===== src/rtl/led_sequencer.sv =====
// LED pattern sequencer: two debounced buttons drive a run/pause FSM and a
// COUNT/SHIFT mode; the pattern advances once every WAIT_TIME cycles in RUN.
//   state | meaning
//   IDLE  | after reset, pattern and step timer held
//   RUN   | step timer counting, pattern advances on each wrap
//   PAUSE | step timer and pattern frozen, resume continues the count
module led_sequencer #(
  parameter int N_LEDS    = 3,
  parameter int WAIT_TIME = 13500000,
  parameter int DEBOUNCE  = 270000
) (
  input  logic              clk,
  input  logic              rst_n,
  input  logic              bbutton,
  input  logic              mbutton,
  output logic [N_LEDS-1:0] led,
  output logic              running,
  output logic              mode
);

  localparam int TMR_W = $clog2(WAIT_TIME);
  localparam int DB_W  = $clog2(DEBOUNCE + 1);
  localparam logic [TMR_W-1:0] TMR_LAST = TMR_W'(WAIT_TIME - 1);
  localparam logic [DB_W-1:0]  DB_LAST  = DB_W'(DEBOUNCE - 1);

  typedef enum logic [1:0] {IDLE, RUN, PAUSE} state_t;

  // index 0 = bbutton, index 1 = mbutton
  logic [1:0]      sync1, sync2, deb, press;
  logic [DB_W-1:0] db_cnt [2];

  state_t              state, state_nxt;
  logic                mode_q, mode_nxt;
  logic [N_LEDS-1:0]   pattern, pattern_nxt, stepped;
  logic [TMR_W-1:0]    tmr, tmr_nxt;

  // Debounced levels reset low, so a button held through reset stays silent.
  always_ff @(posedge clk) begin
    if (!rst_n) begin
      sync1 <= '0;
      sync2 <= '0;
      deb   <= '0;
      press <= '0;
      for (int i = 0; i < 2; i++) db_cnt[i] <= '0;
    end else begin
      sync1 <= {mbutton, bbutton};
      sync2 <= sync1;
      for (int i = 0; i < 2; i++) begin
        press[i] <= 1'b0;
        if (sync2[i] == deb[i]) begin
          db_cnt[i] <= '0;
        end else if (db_cnt[i] == DB_LAST) begin
          deb[i]    <= sync2[i];
          db_cnt[i] <= '0;
          press[i]  <= ~sync2[i];
        end else begin
          db_cnt[i] <= db_cnt[i] + DB_W'(1);
        end
      end
    end
  end

  always_ff @(posedge clk) begin
    if (!rst_n) begin
      state   <= IDLE;
      mode_q  <= 1'b0;
      pattern <= '0;
      tmr     <= '0;
    end else begin
      state   <= state_nxt;
      mode_q  <= mode_nxt;
      pattern <= pattern_nxt;
      tmr     <= tmr_nxt;
    end
  end

  always_comb begin
    stepped = mode_q ? {pattern[N_LEDS-2:0], pattern[N_LEDS-1]}
                     : pattern + N_LEDS'(1);
  end

  always_comb begin
    state_nxt   = state;
    mode_nxt    = mode_q;
    pattern_nxt = pattern;
    tmr_nxt     = tmr;
    case (state)
      IDLE: begin
        if (press[0]) state_nxt = RUN;
      end
      RUN: begin
        if (press[0]) state_nxt = PAUSE;
        if (tmr == TMR_LAST) begin
          tmr_nxt     = '0;
          pattern_nxt = stepped;
        end else begin
          tmr_nxt = tmr + TMR_W'(1);
        end
      end
      PAUSE: begin
        if (press[0]) state_nxt = RUN;
      end
      default: state_nxt = IDLE;
    endcase
    // Mode reload overrides any step tick on the same edge.
    if (press[1]) begin
      mode_nxt    = ~mode_q;
      tmr_nxt     = '0;
      pattern_nxt = mode_q ? '0 : N_LEDS'(1);
    end
  end

  assign led     = ~pattern;
  assign running = (state == RUN);
  assign mode    = mode_q;

endmodule


===== config.mk =====
export PLATFORM = sky130hd
export DESIGN_NAME = led_sequencer
export DESIGN_NICKNAME = d
export VERILOG_FILES = /design/src/rtl/led_sequencer.sv
export SDC_FILE = /design/constraint.sdc
export NUM_CORES = 1
export LEC_CHECK = 0
export ABC_AREA = 0
export CAP_MARGIN = 20
export CORE_ASPECT_RATIO = 0.9
export CORE_MARGIN = 2
export CORE_UTILIZATION = 31
export CTS_CLUSTER_DIAMETER = 200
export DETAILED_ROUTE_END_ITERATION = 16
export PLACE_DENSITY = 0.54
export SLEW_MARGIN = 40
export SYNTH_ARGS = -nofsm -noshare
export SYNTH_HDL_FRONTEND = slang
export SYNTH_SLANG_ARGS = --single-unit

===== constraint.sdc =====
create_clock -name clk -period 2.8 [get_ports clk]
set_input_delay 0.28 -clock clk [delete_from_list [all_inputs] [get_ports clk]]
set_output_delay 0.28 -clock clk [all_outputs]
set_load 0.02 [all_outputs]

======== Word level (Yosys, flattened, before mapping) ========
Memory sizes are Yosys's and may differ from the RTL's.
Cells that the tools add are included.
cells by class
  reduce and logical (&&, ||, !) cells .... 11
  order comparisons ....................... 0
  bitwise operators ....................... 15
  shifts and indexed selects .............. 0
  add/subtract/negate cells ............... 4
  multiplexer cells ....................... 38
  equal/unequal tests ..................... 9
  $mul .................................... 0
  divide/modulo/power cells ............... 0
operator list
  operator                                                                 count
  19-bit 2-to-1 mux                                                        6
  19-bit by 1-bit adder with 19-bit output, second input constant          2
  19-bit equality test, second input constant                              2
  24-bit by 1-bit adder with 24-bit output, second input constant          1
  24-bit equality test, second input constant                              1
  1-bit 2-to-1 mux                                                         24
  24-bit 2-to-1 mux                                                        1
  3-bit 2-to-1 mux                                                         4
  1-bit inverter                                                           8
  2-bit AND reduction                                                      4
  1-bit OR                                                                 6
  3-bit OR reduction                                                       2
  2-bit 2-to-1 mux                                                         2
  2-bit by 1-bit inequality test with 1-bit output, second input constant  2
  2-bit one-hot mux with 2 select lines                                    1
  2-bit nonzero test                                                       2
  2-bit OR reduction                                                       2
  3-bit by 1-bit adder with 3-bit output, second input constant            1
  3-bit inverter                                                           1
  1-bit equality test                                                      2
  2-bit by 1-bit equality test with 1-bit output, second input constant    1
  2-bit equality test, second input constant                               1
  2-bit logical NOT                                                        1
word-level totals
  output and inout port bits .............. 5
  bits in latches ......................... 0
  bits in read-only memories .............. 0
  RAM bits ................................ 38
  logic and storage cells ................. 88
  memories kept ........................... 1
  input bits .............................. 4
  register bits after elaboration ......... 38
memories
  memory  words  bits a word  read ports  clocked after Yosys merged registers in  write ports  RTL line  RTL
  db_cnt  2      19           2           0                                        2            30        logic [DB_W-1:0] db_cnt [2];

======== Logic depth before layout (Yosys ltp) ========
Gate-level depths: netlist of run 1.
  depth in word-level cells ............... 7
  depth in mapped cells ................... 7
  gate-level depth less buffers ........... 5

======== Worst setup path after synthesis of run 1 ========
No wires, ideal clock.
  path type ............................... reg-to-reg
  start point ............................. memory db_cnt[0][0] (netlist name)
  end point ............................... memory db_cnt[0][10] (netlist name) (data pin)
  setup slack ............................. 0.732 ns
  period minus slack after synthesis ...... 2.068 ns
  setup time .............................. 0.257 ns
  cell stages (with the launch flop) ...... 8
  required time ........................... 2.543 ns
  data arrival time ....................... 1.811 ns
  cells stage by stage .................... edfxtp_1 ha_1 and4_1 clkbuf_1 nand2_1 o211ai_1 buf_2 nor2_1
RTL lines
  item             RTL line
  start, declared  30

======== Final worst setup path of run 1 ========
  start point ............................. register state[1]
  end point ............................... output port running
between the ends
  longest elaborated chain between the ends .. 1
RTL lines
  item                                            RTL line  RTL
  start, declared                                 32        state_t state, state_nxt;
  start signal, assigned                          70        state <= state_nxt;
  2-bit by 1-bit equality test with 1-bit output  114       assign running = (state == RUN);
  end, declared                                   17        output logic running,
Every way passes these cells.

==> run metrics, run 1 <==
Syn-to-layout area delta 16.2%; cell count after synthesis a little over 400; ant diodes 0; fmax around 450 MHz; min Tclk post-route 2230 ps; met3 routed WL roughly 270 µm; slew at the pin closest to its max-slew limit roughly 600 ps; critical path required time ~2500 ps; # Post-CTS Setup Buffers 0; pin count of the biggest net entering global routing 23; clk sink count 76; Post-Syn Area between 3000 and 4000 µm²; design area ~4500 µm²; unrepaired setup endpoints after global routing no; Slew HR 0.601; first-pass GRT wire length around 14000 µm; clk_skew 7.96 ps; Peak supply drop between 0.2 and 0.3 mV; fin crit share 0.798; Core ar. 12200 µm²; Initial Util 0.321; Layout Nets roughly 460; placed cell areas 4270 µm²; met1 wire length between 3000 and 4000 µm; clock latency on the worst-skew pair about 340 ps; ys async rst share 0; Yosys reg bits 76; setup_tns 0 ps; post-route ant nets 0; Power Density between 500 and 600 nW/µm²; Static Leak between 1 and 1.5 nW; layout cell share with drive strength beyond 1 0.0680; max capacitance violation total 0; Fin. Hold Viols 0; Seq/Total Area, Yosys 0.487; EDFF count, synth 38; clock tree from TritonCTS yes; CP arrival 1950 ps; clock buffer depth 2; drt initial violations approximately 190; HP Class flip-flop to flip-flop; outcome finished, final reports clean; setup violators final 0; routed vias 2987; clock-pin slew on the worst setup and hold paths approximately 60 ps; DP HPWL 5410 µm; initial antenna violation count 0; Worst Setup End Kind output port; grt total ovfl 0; vias in the first global route around 2900; Distinct cells, synth 49; drt via density approximately 4.8; DRT Wirelength around 7700 µm; die height about 110 µm; final weighted congestion of routability-driven global placement about 0.76; wire length on met2 3410 µm; CP Class flip-flop to output port; Syn. warnings 0; top sig layer met4; first drt pass iteration count 4; CTS H-Tree Depth 3; crit-path max FO 9; Avg Cell Area, Syn approximately 9.5 µm²; port bufs 8; CTS resizes 0; DRC 0; CTS Buf Count 9; type of origin of the critical path flip-flop; row count 38; Total GRT Usage 0.124; average wire per standard cell 12.5 µm; Synth Flop Type edfxtp_1; Root Buffer clkbuf_16; max-slew violation count 0; hold_buf cts 0; IO Pins 9; die area approximately 14000 µm²; die width 122 µm
-- cell usage in the layout, fill, tap and decap left out, types with 10 or more instances in the layout --
cell type	n
edfxtp_1	38
a21oi_1	24
o21ai_0	15
xor2_1	28
nor2_1	46
inv_1	13
dfxtp_1	38
nand2_1	28
nor4_1	10
or3_1	17
xnor2_1	11
nand3_1	23
nand4_1	20
conb_1	38
-- flip-flops by register name, indices dropped and copies added, names as in the netlist --
| register | flops |
|---|---|
| pattern | 3 |
| deb | 2 |
| db_cnt | 38 |
| sync1 | 2 |
| sync2 | 2 |
| tmr | 24 |
| state | 2 |
| mode | 1 |
| press | 2 |
-- path summary, 6_finish.rpt --
check / from / to / slack [ps] / cells after the start
setup / recovery: state[1] / running / 570 / 3
hold / removal: sync1[1] / sync2[1] / 430 / 1
setup reg to reg: db_cnt[1][4] / db_cnt[1][6] / 580 / 4
hold reg to reg: sync1[1] / sync2[1] / 430 / 1
-- per-stage QoR --
step           setup slack, ps  utilization  instances  hold slack, ps  total power [mW]
2_1_floorplan              732            -        447             407              1.29
3_3_place_gp               616        0.351        600             421              1.31
4_1_cts                    541        0.373        616             442              2.39
5_1_grt                    407        0.373        616             457              2.45
6_report                   566        0.373        616             435              2.36
3_5_place_dp               540        0.351        600             428              1.32
-- critical path: stages (launching register included) --
cell and delay [ps]:
dfxtp_1 350, nand2b_1 330, clkinv_1 320, clkdlybuf4s50_1 620
-- metal layers --
metal	up-vias	GRT usage
met5	-	0
li1	1551	-
met2	41	0.184
met1	1386	0.171
met3	9	0.0372
met4	0	0.0429
-- Yosys cell counts (3+ instances only) --
| library cell | count | area (µm²) |
|---|---|---|
| a21oi_1 | 24 | 120 |
| and2_1 | 8 | 50.1 |
| and3_1 | 4 | 25.0 |
| and4_1 | 9 | 78.8 |
| buf_2 | 7 | 35.0 |
| clkbuf_1 | 11 | 41.3 |
| dfxtp_1 | 38 | 761 |
| edfxtp_1 | 38 | 1140 |
| ha_1 | 4 | 50.1 |
| inv_1 | 13 | 48.8 |
| nand2_1 | 28 | 105 |
| nand2b_1 | 3 | 18.8 |
| nand3_1 | 23 | 115 |
| nand4_1 | 20 | 125 |
| nor2_1 | 46 | 173 |
| nor3_1 | 4 | 20.0 |
| nor4_1 | 10 | 62.6 |
| o211ai_1 | 3 | 22.5 |
| o21ai_0 | 15 | 75.1 |
| o31ai_1 | 6 | 45.0 |
| or3_1 | 17 | 106 |
| or4_1 | 9 | 67.6 |
| xnor2_1 | 11 | 96.3 |
| xor2_1 | 28 | 245 |
-- kinds of logic after synthesis --
logic type,synth area share
adder cells (fa/ha/maj),0.0128
other,0.000961
multiplexers,0.00545
flip-flops,0.487
XOR/XNOR,0.0875
AND/OR/NAND/NOR,0.279
buffers and inverters,0.0330
AO/OA/AOI/OAI,0.0936
-- cell type report --
| cell class | instances | area (µm²) |
|---|---|---|
| inverter | 14 | 52.6 |
| clock buffer | 9 | 225 |
| fill | 1268 | 7640 |
| sequential | 76 | 1900 |
| tap | 160 | 200 |
| clock inverter | 7 | 42.5 |
| timing repair buffer | 11 | 103 |
| multi-input combinational | 339 | 2010 |
-- power by group --
group | switching (mW) | total (mW) | internal, mW
logic | 0.0400 | 0.0669 | 0.0269
registers | 0.0303 | 1.23 | 1.20
clock network | 0.468 | 1.06 | 0.595
(Power assumes the default switching activity.)
==> run 2, diff against run 1 <==
==> constraint.sdc (replaced) <==
create_clock -name clk -period 2.1 [get_ports clk]
set_input_delay 0.21 -clock clk [delete_from_list [all_inputs] [get_ports clk]]
set_output_delay 0.21 -clock clk [all_outputs]
set_load 0.02 [all_outputs]
==> run 2 against run 1 <==
Against the previous run:
- global-route usage increased by 0.43 points
- worst setup slack got worse by 430 ps
- non-clock buffer count increased by 13
- first-iteration DRC count decreased by 51%
- critical endpoint is now pattern[2]
- largest cell class unchanged
- largest power group unchanged
- highest routed layer unchanged
==> run metrics, run 2 (synthesis gave the netlist of run 1 again) <==
outcome finished, final reports clean (unchanged); DRT Wirelength 7900 µm (was 7680 µm); critical path required time 2380 ps (was 2520 ps); max FFs per register 38 (unchanged); DRC 0 (unchanged); drt initial violations 91 (was 187); Buf/Inv on CP 0 (was 2); Core ar. 12200 µm² (unchanged); commonest non-fill, non-tap cell in the layout nor2_1 (unchanged); Hold Path Sink sync2[1] (unchanged); CP Class flip-flop to flip-flop (was flip-flop to output port); Static Leak 1.52 nW (was 1.46 nW); area of the multi-input gates 2010 µm² (about the same); Worst Hold Launch sync1[1] (unchanged); largest register by flop count db_cnt (unchanged); setup violators final 0 (unchanged); Storage cell area 1900 µm² (unchanged); unrepaired setup endpoints after global routing no (unchanged); clock latency on the worst-skew pair 340 ps (about the same); CTS resizes 0 (unchanged); Hold Crit Depth 1 (unchanged); first-pass GRT wire length 14000 µm (was 13600 µm); drt via density 4.89 (was 4.85); setup_tns 0 ps (unchanged); row count 38 (unchanged); port bufs 8 (unchanged); grt total ovfl 0 (unchanged); hold_buf cts 0 (unchanged); post-route ant nets 0 (unchanged); fmax slightly above 500 MHz; die area 13500 µm² (unchanged); Top Registers db_cnt x38, tmr x24, pattern x3 (unchanged); die height 110 µm (unchanged); first drt pass iteration count 4 (unchanged); final weighted congestion of routability-driven global placement 0.815 (was 0.760); DP HPWL 5710 µm (was 5410 µm); min Tclk post-route between 1500 and 2000 ps; CP delay by family, top simple AND/OR/NAND/NOR gates (was buffers and inverters); leading cell types in the layout, fill and taps excluded nor2_1, edfxtp_1, conb_1, dfxtp_1 (unchanged); ant diodes 0 (unchanged); Slew HR 0.586 (was 0.601); IO Pins 9 (unchanged); Peak supply drop 0.366 mV (was 0.253 mV); post-route insts no fill 629 (was 616); Total GRT Usage 0.129 (was 0.124); clock-pin slew on the worst setup and hold paths 60 ps (about the same); # Post-CTS Setup Buffers 0 (unchanged); Syn-to-layout area delta 19.1% (was 16.2%); r2r worst-path depth 4 (unchanged); internal reg-to-reg setup slack 140 ps (was 580 ps); clock buffer depth 2 (unchanged); CTS H-Tree Depth 3 (unchanged); CP arrival 2240 ps (was 1950 ps); slew at the pin closest to its max-slew limit 615 ps (was 599 ps); max capacitance violation total 0 (unchanged); max-slew violation count 0 (unchanged); average wire per standard cell 12.6 µm (was 12.5 µm); clock tree from TritonCTS yes (unchanged); pin count of the biggest net entering global routing 20 (was 23); fillers 1269 (was 1268); Post-Place Cells 613 (was 600); vias in the first global route 2924 (was 2870); Layout Utilization 0.382 (was 0.373); Root Buffer clkbuf_16 (unchanged); Layout Nets 472 (was 459); worst r2r src tmr[22] (was db_cnt[1][4]); Initial Util 0.321 (unchanged); critical path, cell by cell nor4bb_1 > nand3_1 > or4_1 > a21oi_1 (was nand2b_1 > clkinv_1 > clkdlybuf4s50_1); Fin. Hold Viols 0 (unchanged); hold_ws 440 ps (was 435 ps); Power Density 678 nW/µm² (was 520 nW/µm²); HP Class flip-flop to flip-flop (unchanged); routed vias 3075 (was 2987); reg2reg end pattern[2] (was db_cnt[1][6]); crit-path max FO 9 (unchanged); initial antenna violation count 0 (unchanged); die width 122 µm (unchanged); clk_skew 6.88 ps (was 7.96 ps); layout cell share with drive strength beyond 1 0.0981 (was 0.0680); CP Launch Point tmr[22] (was state[1]); fin crit share 0.934; type of origin of the critical path flip-flop (unchanged); CP max stage cell or4_1 (was clkdlybuf4s50_1); Worst Setup End Kind flip-flop (was output port); max incr delay on CP 590 ps (was 620 ps); clk sink count 76 (unchanged); CTS Buf Count 9 (unchanged)
-- run 2: through the flow --
step	setup WS, ps	area, µm²	power, mW
2_1_floorplan	31.8	4040	1.72
3_3_place_gp	188	4380	1.76
3_5_place_dp	152	4380	1.76
4_1_cts	133	4650	3.21
5_1_grt	3.54	4650	3.28
6_report	139	4650	3.15
-- run 2: where the power goes --
group	total, mW	internal, mW	leakage [nW]	switching, mW
logic	0.0952	0.0403	0.698	0.0549
clock network	1.42	0.796	0.125	0.623
registers	1.64	1.60	0.699	0.0397
-- run 2: how the worst max path moves through the flow --
stage                               end  slack, ps  cells past startpoint
after detailed placement     pattern[0]        150                      5
after global placement       pattern[0]        190                      5
after CTS                    pattern[0]        130                      5
final                        pattern[2]        140                      4
after global routing         pattern[0]          4                      5
after floorplan           db_cnt[0][10]         30                      7
-- run 2: worst register-to-register path: cells and delay by family, from the launching register on --
| family | cells | cell delay [ps] |
|---|---|---|
| AO/OA/AOI/OAI | 1 | 150 |
| flip-flops | 1 | 360 |
| AND/OR/NAND/NOR | 3 | 1380 |
-- run 2: final cells by class --
cell class | instances | area share
Clock buffer | 10 | 0.0493
Clock inverter | 6 | 0.00834
Inverter | 14 | 0.0113
Multi-Input combinational cell | 339 | 0.433
Sequential cell | 76 | 0.409
Tap cell | 160 | 0.0431
Timing Repair Buffer | 24 | 0.0458
-- run 2: routing by layer --
layer / GRT usage / up-vias / share of wire
met3: 0.0377 / 14 / 0.032
li1: - / 1581 / -
met2: 0.194 / 30 / 0.45
met1: 0.170 / 1450 / 0.50
met4: 0.0536 / 0 / 0.020
met5: 0 / - / 0
==> run 3, diff against run 2 <==
--- a/config.mk
+++ b/config.mk
@@ -8,11 +8,12 @@
 export ABC_AREA = 0
 export CAP_MARGIN = 20
 export CORE_ASPECT_RATIO = 0.9
-export CORE_MARGIN = 2
+export CORE_MARGIN = 10
 export CORE_UTILIZATION = 31
 export CTS_CLUSTER_DIAMETER = 200
 export DETAILED_ROUTE_END_ITERATION = 16
 export PLACE_DENSITY = 0.54
+export REMOVE_ABC_BUFFERS = 1
 export SLEW_MARGIN = 40
 export SYNTH_ARGS = -nofsm -noshare
 export SYNTH_HDL_FRONTEND = slang
==> run 3 against run 2 <==
Against the previous run:
- wire length shrank 2.6%
- sequential power is essentially flat
- worst setup slack lost 33 ps
- utilization shrank 0.15 points
- fmax shrank 1.7%
- final cell count shrank 0.32%
==> run metrics, run 3 (synthesis gave the netlist of run 1 again) <==
vias in the first global route 2882 (was 2924); clock tree from TritonCTS yes (unchanged); slew at the pin closest to its max-slew limit 603 ps (was 615 ps); Worst Hold Launch sync1[0] (was sync1[1]); Switching Fraction 0.221 (was 0.228); crit-path max FO 5 (was 9); clock latency on the worst-skew pair 330 ps (was 340 ps); internal reg-to-reg setup slack 110 ps (was 140 ps); die height 126 µm (was 110 µm); max-slew violation count 0 (unchanged); unrepaired setup endpoints after global routing no (unchanged); ant diodes 0 (unchanged); setup violators final 0 (unchanged); Int Pwr 2.43 mW (about the same); outcome finished, final reports clean (unchanged); CTS Buf Count 9 (unchanged); hold_buf cts 0 (unchanged); IO Pins 9 (unchanged); Storage cell area 1900 µm² (unchanged); clk sink count 76 (unchanged); routed vias 3053 (was 3075); fin crit share 0.949 (was 0.934); Tot Pwr 3.12 mW (was 3.15 mW); setup_tns 0 ps (unchanged); Initial Util 0.321 (unchanged); max capacitance violation total 0 (unchanged); worst r2r src tmr[0] (was tmr[22]); min Tclk post-route 1990 ps (was 1960 ps); Top Registers db_cnt x38, tmr x24, pattern x3 (unchanged); DP HPWL 5590 µm (was 5710 µm); Gate power share 0.030 (about the same); CP Class flip-flop to flip-flop (unchanged); Fin. Hold Viols 0 (unchanged); row count 38 (unchanged); grt total ovfl 0 (unchanged); largest register by flop count db_cnt (unchanged); fillers 1268 (was 1269); average wire per standard cell 12.3 µm (was 12.6 µm); setup slack after layout 106 ps (was 139 ps); initial antenna violation count 0 (unchanged); Worst Setup End Kind flip-flop (unchanged); area of the multi-input gates 2010 µm² (about the same); DRT Wirelength 7700 µm (was 7900 µm); Syn-to-layout area delta 18.6% (was 19.1%); post-route ant nets 0 (unchanged); Power Density 674 nW/µm² (was 678 nW/µm²); drt initial violations 180 (was 91); layout cell share with drive strength beyond 1 0.0899 (was 0.0981); Total GRT Usage 0.0899 (was 0.129); Layout Utilization 0.380 (was 0.382); first-pass GRT wire length 13400 µm (was 14000 µm); Peak supply drop 0.384 mV (was 0.366 mV); reg2reg end pattern[0] (was pattern[2]); DRC 0 (unchanged); die width 138 µm (was 122 µm); Root Buffer clkbuf_16 (unchanged); dpl ws 106 ps (was 152 ps); clock-pin slew on the worst setup and hold paths 60 ps (about the same); critical path required time 2350 ps (was 2380 ps); leading cell types in the layout, fill and taps excluded nor2_1, edfxtp_1, conb_1, dfxtp_1 (unchanged); fmax 502 MHz (was 510 MHz); Hold Path Sink sync2[0] (was sync2[1]); die area 17500 µm² (was 13500 µm²); final weighted congestion of routability-driven global placement 0.805 (was 0.815); clock buffer depth 2 (unchanged); HP Class flip-flop to flip-flop (unchanged); CTS H-Tree Depth 3 (unchanged); Clk pwr share 0.446 (was 0.451); type of origin of the critical path flip-flop (unchanged); Flop pwr share 0.524 (was 0.519); Core ar. 12200 µm² (unchanged); commonest non-fill, non-tap cell in the layout nor2_1 (unchanged); Static Leak 1.54 nW (was 1.52 nW); port bufs 8 (unchanged); post-route insts no fill 627 (was 629); clk_skew 8.67 ps (was 6.88 ps); Post-Place Cells 610 (was 613); drt via density 4.87 (was 4.89); pin count of the biggest net entering global routing 23 (was 20); Hold Crit Depth 1 (unchanged); sw power 0.688 mW (was 0.718 mW); max FFs per register 38 (unchanged); Layout Nets 470 (was 472); Slew HR 0.595 (was 0.586); CP arrival 2240 ps (about the same); first drt pass iteration count 4 (unchanged); r2r worst-path depth 5 (was 4)
==> run 3: area by class of cell <==
| type | instances | area share |
|---|---|---|
| tap | 160 | 0.0432 |
| timing repair buffer | 22 | 0.0432 |
| multi-input combinational | 339 | 0.434 |
| clock buffer | 11 | 0.0503 |
| inverter | 14 | 0.0114 |
| clock inverter | 5 | 0.00676 |
| sequential | 76 | 0.411 |
==> run 3: power by group through the flow <==
stage	combinational, mW	sequential, mW	clock, mW
after floorplan	0.0637	1.66	0
after global placement	0.0919	1.67	0
after detailed placement	0.0926	1.67	0
after CTS	0.0932	1.63	1.45
after global routing	0.109	1.64	1.52
final	0.0930	1.64	1.39
==> run 3: worst max-delay path by stage <==
stage                     startpoint         end  slack, ps  cells past startpoint
after floorplan               tmr[0]      tmr[0]       -160                      5
after detailed placement      tmr[0]  pattern[0]        110                      5
final                         tmr[0]  pattern[0]        110                      5
after CTS                   state[1]     running         50                      3
after global placement        tmr[0]  pattern[0]        190                      5
after global routing          tmr[0]     tmr[18]        0.4                      5
==> run 3: per-layer routing <==
| layer | global-route usage | share of wire | vias to the layer above |
|---|---|---|---|
| li1 | - | - | 1577 |
| met1 | 0.114 | 0.50 | 1441 |
| met2 | 0.140 | 0.46 | 31 |
| met3 | 0.0332 | 0.038 | 4 |
| met4 | 0.0260 | 0.0058 | 0 |
| met5 | 0 | 0 | - |
==> run 3: critical path, cell delays in order, from the launching register on <==
cell	delay, ps
dfxtp_1	380
ha_1	230
nand4b_1	200
or4_4	490
a2111o_1	380
a221oi_2	230
==> run 3: stage by stage <==
step | hold slack [ps] | area [µm²]
after floorplan | 332 | 3970
after global placement | 421 | 4360
after detailed placement | 420 | 4360
after CTS | 433 | 4620
after global routing | 447 | 4630
final | 434 | 4630
==> run 3: repair_timing <==
item,4_1_cts,5_1_grt
hold endpoints to repair,0,0
setup buffers,0,1
resized for setup,0,1
setup endpoints to repair,0,2
==> RTL change: new RTL, flow settings as in run 3 <==
The parameter `DEBOUNCE` goes from 270000 to 540000.
--- a/src/rtl/led_sequencer.sv
+++ b/src/rtl/led_sequencer.sv
@@ -8,5 +8,5 @@
   parameter int N_LEDS    = 3,
   parameter int WAIT_TIME = 13500000,
-  parameter int DEBOUNCE  = 270000
+  parameter int DEBOUNCE  = 540000
 ) (
   input  logic              clk,
Check against the original RTL: same outputs for any inputs over 10 cycles, from zero or initial values and one cycle with rst_n low; that may be too few to reach the edited logic, so the function may still have changed.
==> RTL change against run 3 <==
Synthesized area rose by 6.0%; clock skew fell by 0.86 ps; sequential cell count rose by 2; worst setup slack improved by 2.0 ps; critical path depth fell by 1; design area rose by 7.5%; total power rose by 7.0%; utilization rose by 0.61 points; synthesized cell count rose by 3.4%; maximum frequency rose by 0.10%; routed wire length rose by 14%; critical path type unchanged; largest power group unchanged.
==> RTL change: results (changes against run 3) <==
| Metric | Value |
|---|---|
| Status | finished, final reports clean |
| Post-synthesis cell type count | 51 (+4.1%) |
| Sw Share | 0.212 (-0.00878) |
| Vias in the first global route | 3145 (+9.1%) |
| Slowest-stage cell, CP | or4_1 |
| Worst R2R Start | tmr[5] |
| Via count | 3261 (+6.8%) |
| Fin nets | 501 (+6.6%) |
| Clk_skew | 7.81 ps (-0.863 ps) |
| Lkg Pwr | 1.67 nW (+8.8%) |
| RD Place Congestion | 0.823 (+2.2%) |
| Regs by FF count | db_cnt (40), tmr (24), pattern (3) |
| Cell count after placement | 646 (+5.9%) |
| Critical path destination | tmr[15] |
| Synth Area in Compound Gates | 0.0971 (+0.00345) |
| Tot GR Track Use | 0.0992 (+0.00932) |
| Non-Filler Instances | 662 (+5.6%) |
| CP max stage delay | 680 ps (+190 ps) |
| Mux contribution to synthesized area | 0.00786 (+0.00241) |
| Routed wire length | 8750 um (+14%) |
| Post-Synth XOR/XNOR Area | 0.0783 (-0.00921) |
| Post-synth top cells | edfxtp_1, dfxtp_1, nor2_1 |
| Synth area leaders | edfxtp_1, dfxtp_1, xnor2_1 |
| Number of fill cells | 1326 (+4.6%) |
| Crit-path max FO | 7 (+2) |
| Post-synthesis sequential area ratio | 0.474 (-0.0132) |
| Worst skew pair latency | 350 ps (+20 ps) |
| Max rail drop VDD | 514 uV (+34%) |
| Adder-Cell Fraction of Synth Area | 0.0121 (-0.000729) |
| Layout cells sized above 1 | 0.116 (+0.0265) |
| Largest net degree at the start of global routing | 20 (-13%) |
| EDFF count, synth | 40 (+5.3%) |
## RTL change: power groups by stage
stage          logic (W)  registers, W  clock network, W
2_1_floorplan  0.0000671       0.00170                 0
3_3_place_gp    0.000107       0.00170                 0
3_5_place_dp    0.000108       0.00170                 0
4_1_cts         0.000109       0.00167           0.00161
5_1_grt         0.000127       0.00168           0.00166
6_report        0.000110       0.00167           0.00156
## RTL change: final cells by class
class	count	share of cell area
clock inverter	4	0.00955
sequential	78	0.394
clock buffer	12	0.0495
multi-input combinational	353	0.437
timing repair buffer	35	0.0568
tap	164	0.0412
inverter	16	0.0121
## RTL change: worst min-delay path by stage
stage / start / cells past startpoint / endpoint / slack, ps
final: sync1[0] / 1 / sync2[0] / 440
after global routing: bbutton / 2 / sync1[0] / 430
after CTS: mbutton / 2 / sync1[1] / 430
after detailed placement: sync1[0] / 1 / sync2[0] / 420
after global placement: sync1[1] / 1 / sync2[1] / 420
after floorplan: rst_n / 1 / sync1[0] / 330
## RTL change: routing by layer
metal,wire (um),vias up,part of all wire,GRT usage
met5,0,-,0,0
met4,168,0,0.019,0.0414
met3,283,12,0.032,0.0292
met2,3840,33,0.44,0.151
met1,4470,1518,0.51,0.129
li1,-,1698,-,-
## RTL change: metrics by stage
stage | utilization | instance area (um2) | power, W | hold slack, ps
2_1_floorplan | - | 4190 | 0.00176 | 332
3_3_place_gp | 0.363 | 4670 | 0.00181 | 422
3_5_place_dp | 0.363 | 4670 | 0.00181 | 422
4_1_cts | 0.386 | 4970 | 0.00339 | 432
5_1_grt | 0.386 | 4980 | 0.00346 | 433
6_report | 0.386 | 4980 | 0.00334 | 436
## RTL change: timing repair
item                                    4_1_cts  5_1_grt
gates resized for setup                       0        3
buffers inserted                              0        0
endpoints found under the setup margin        0       19
endpoints found under the hold margin         0        0
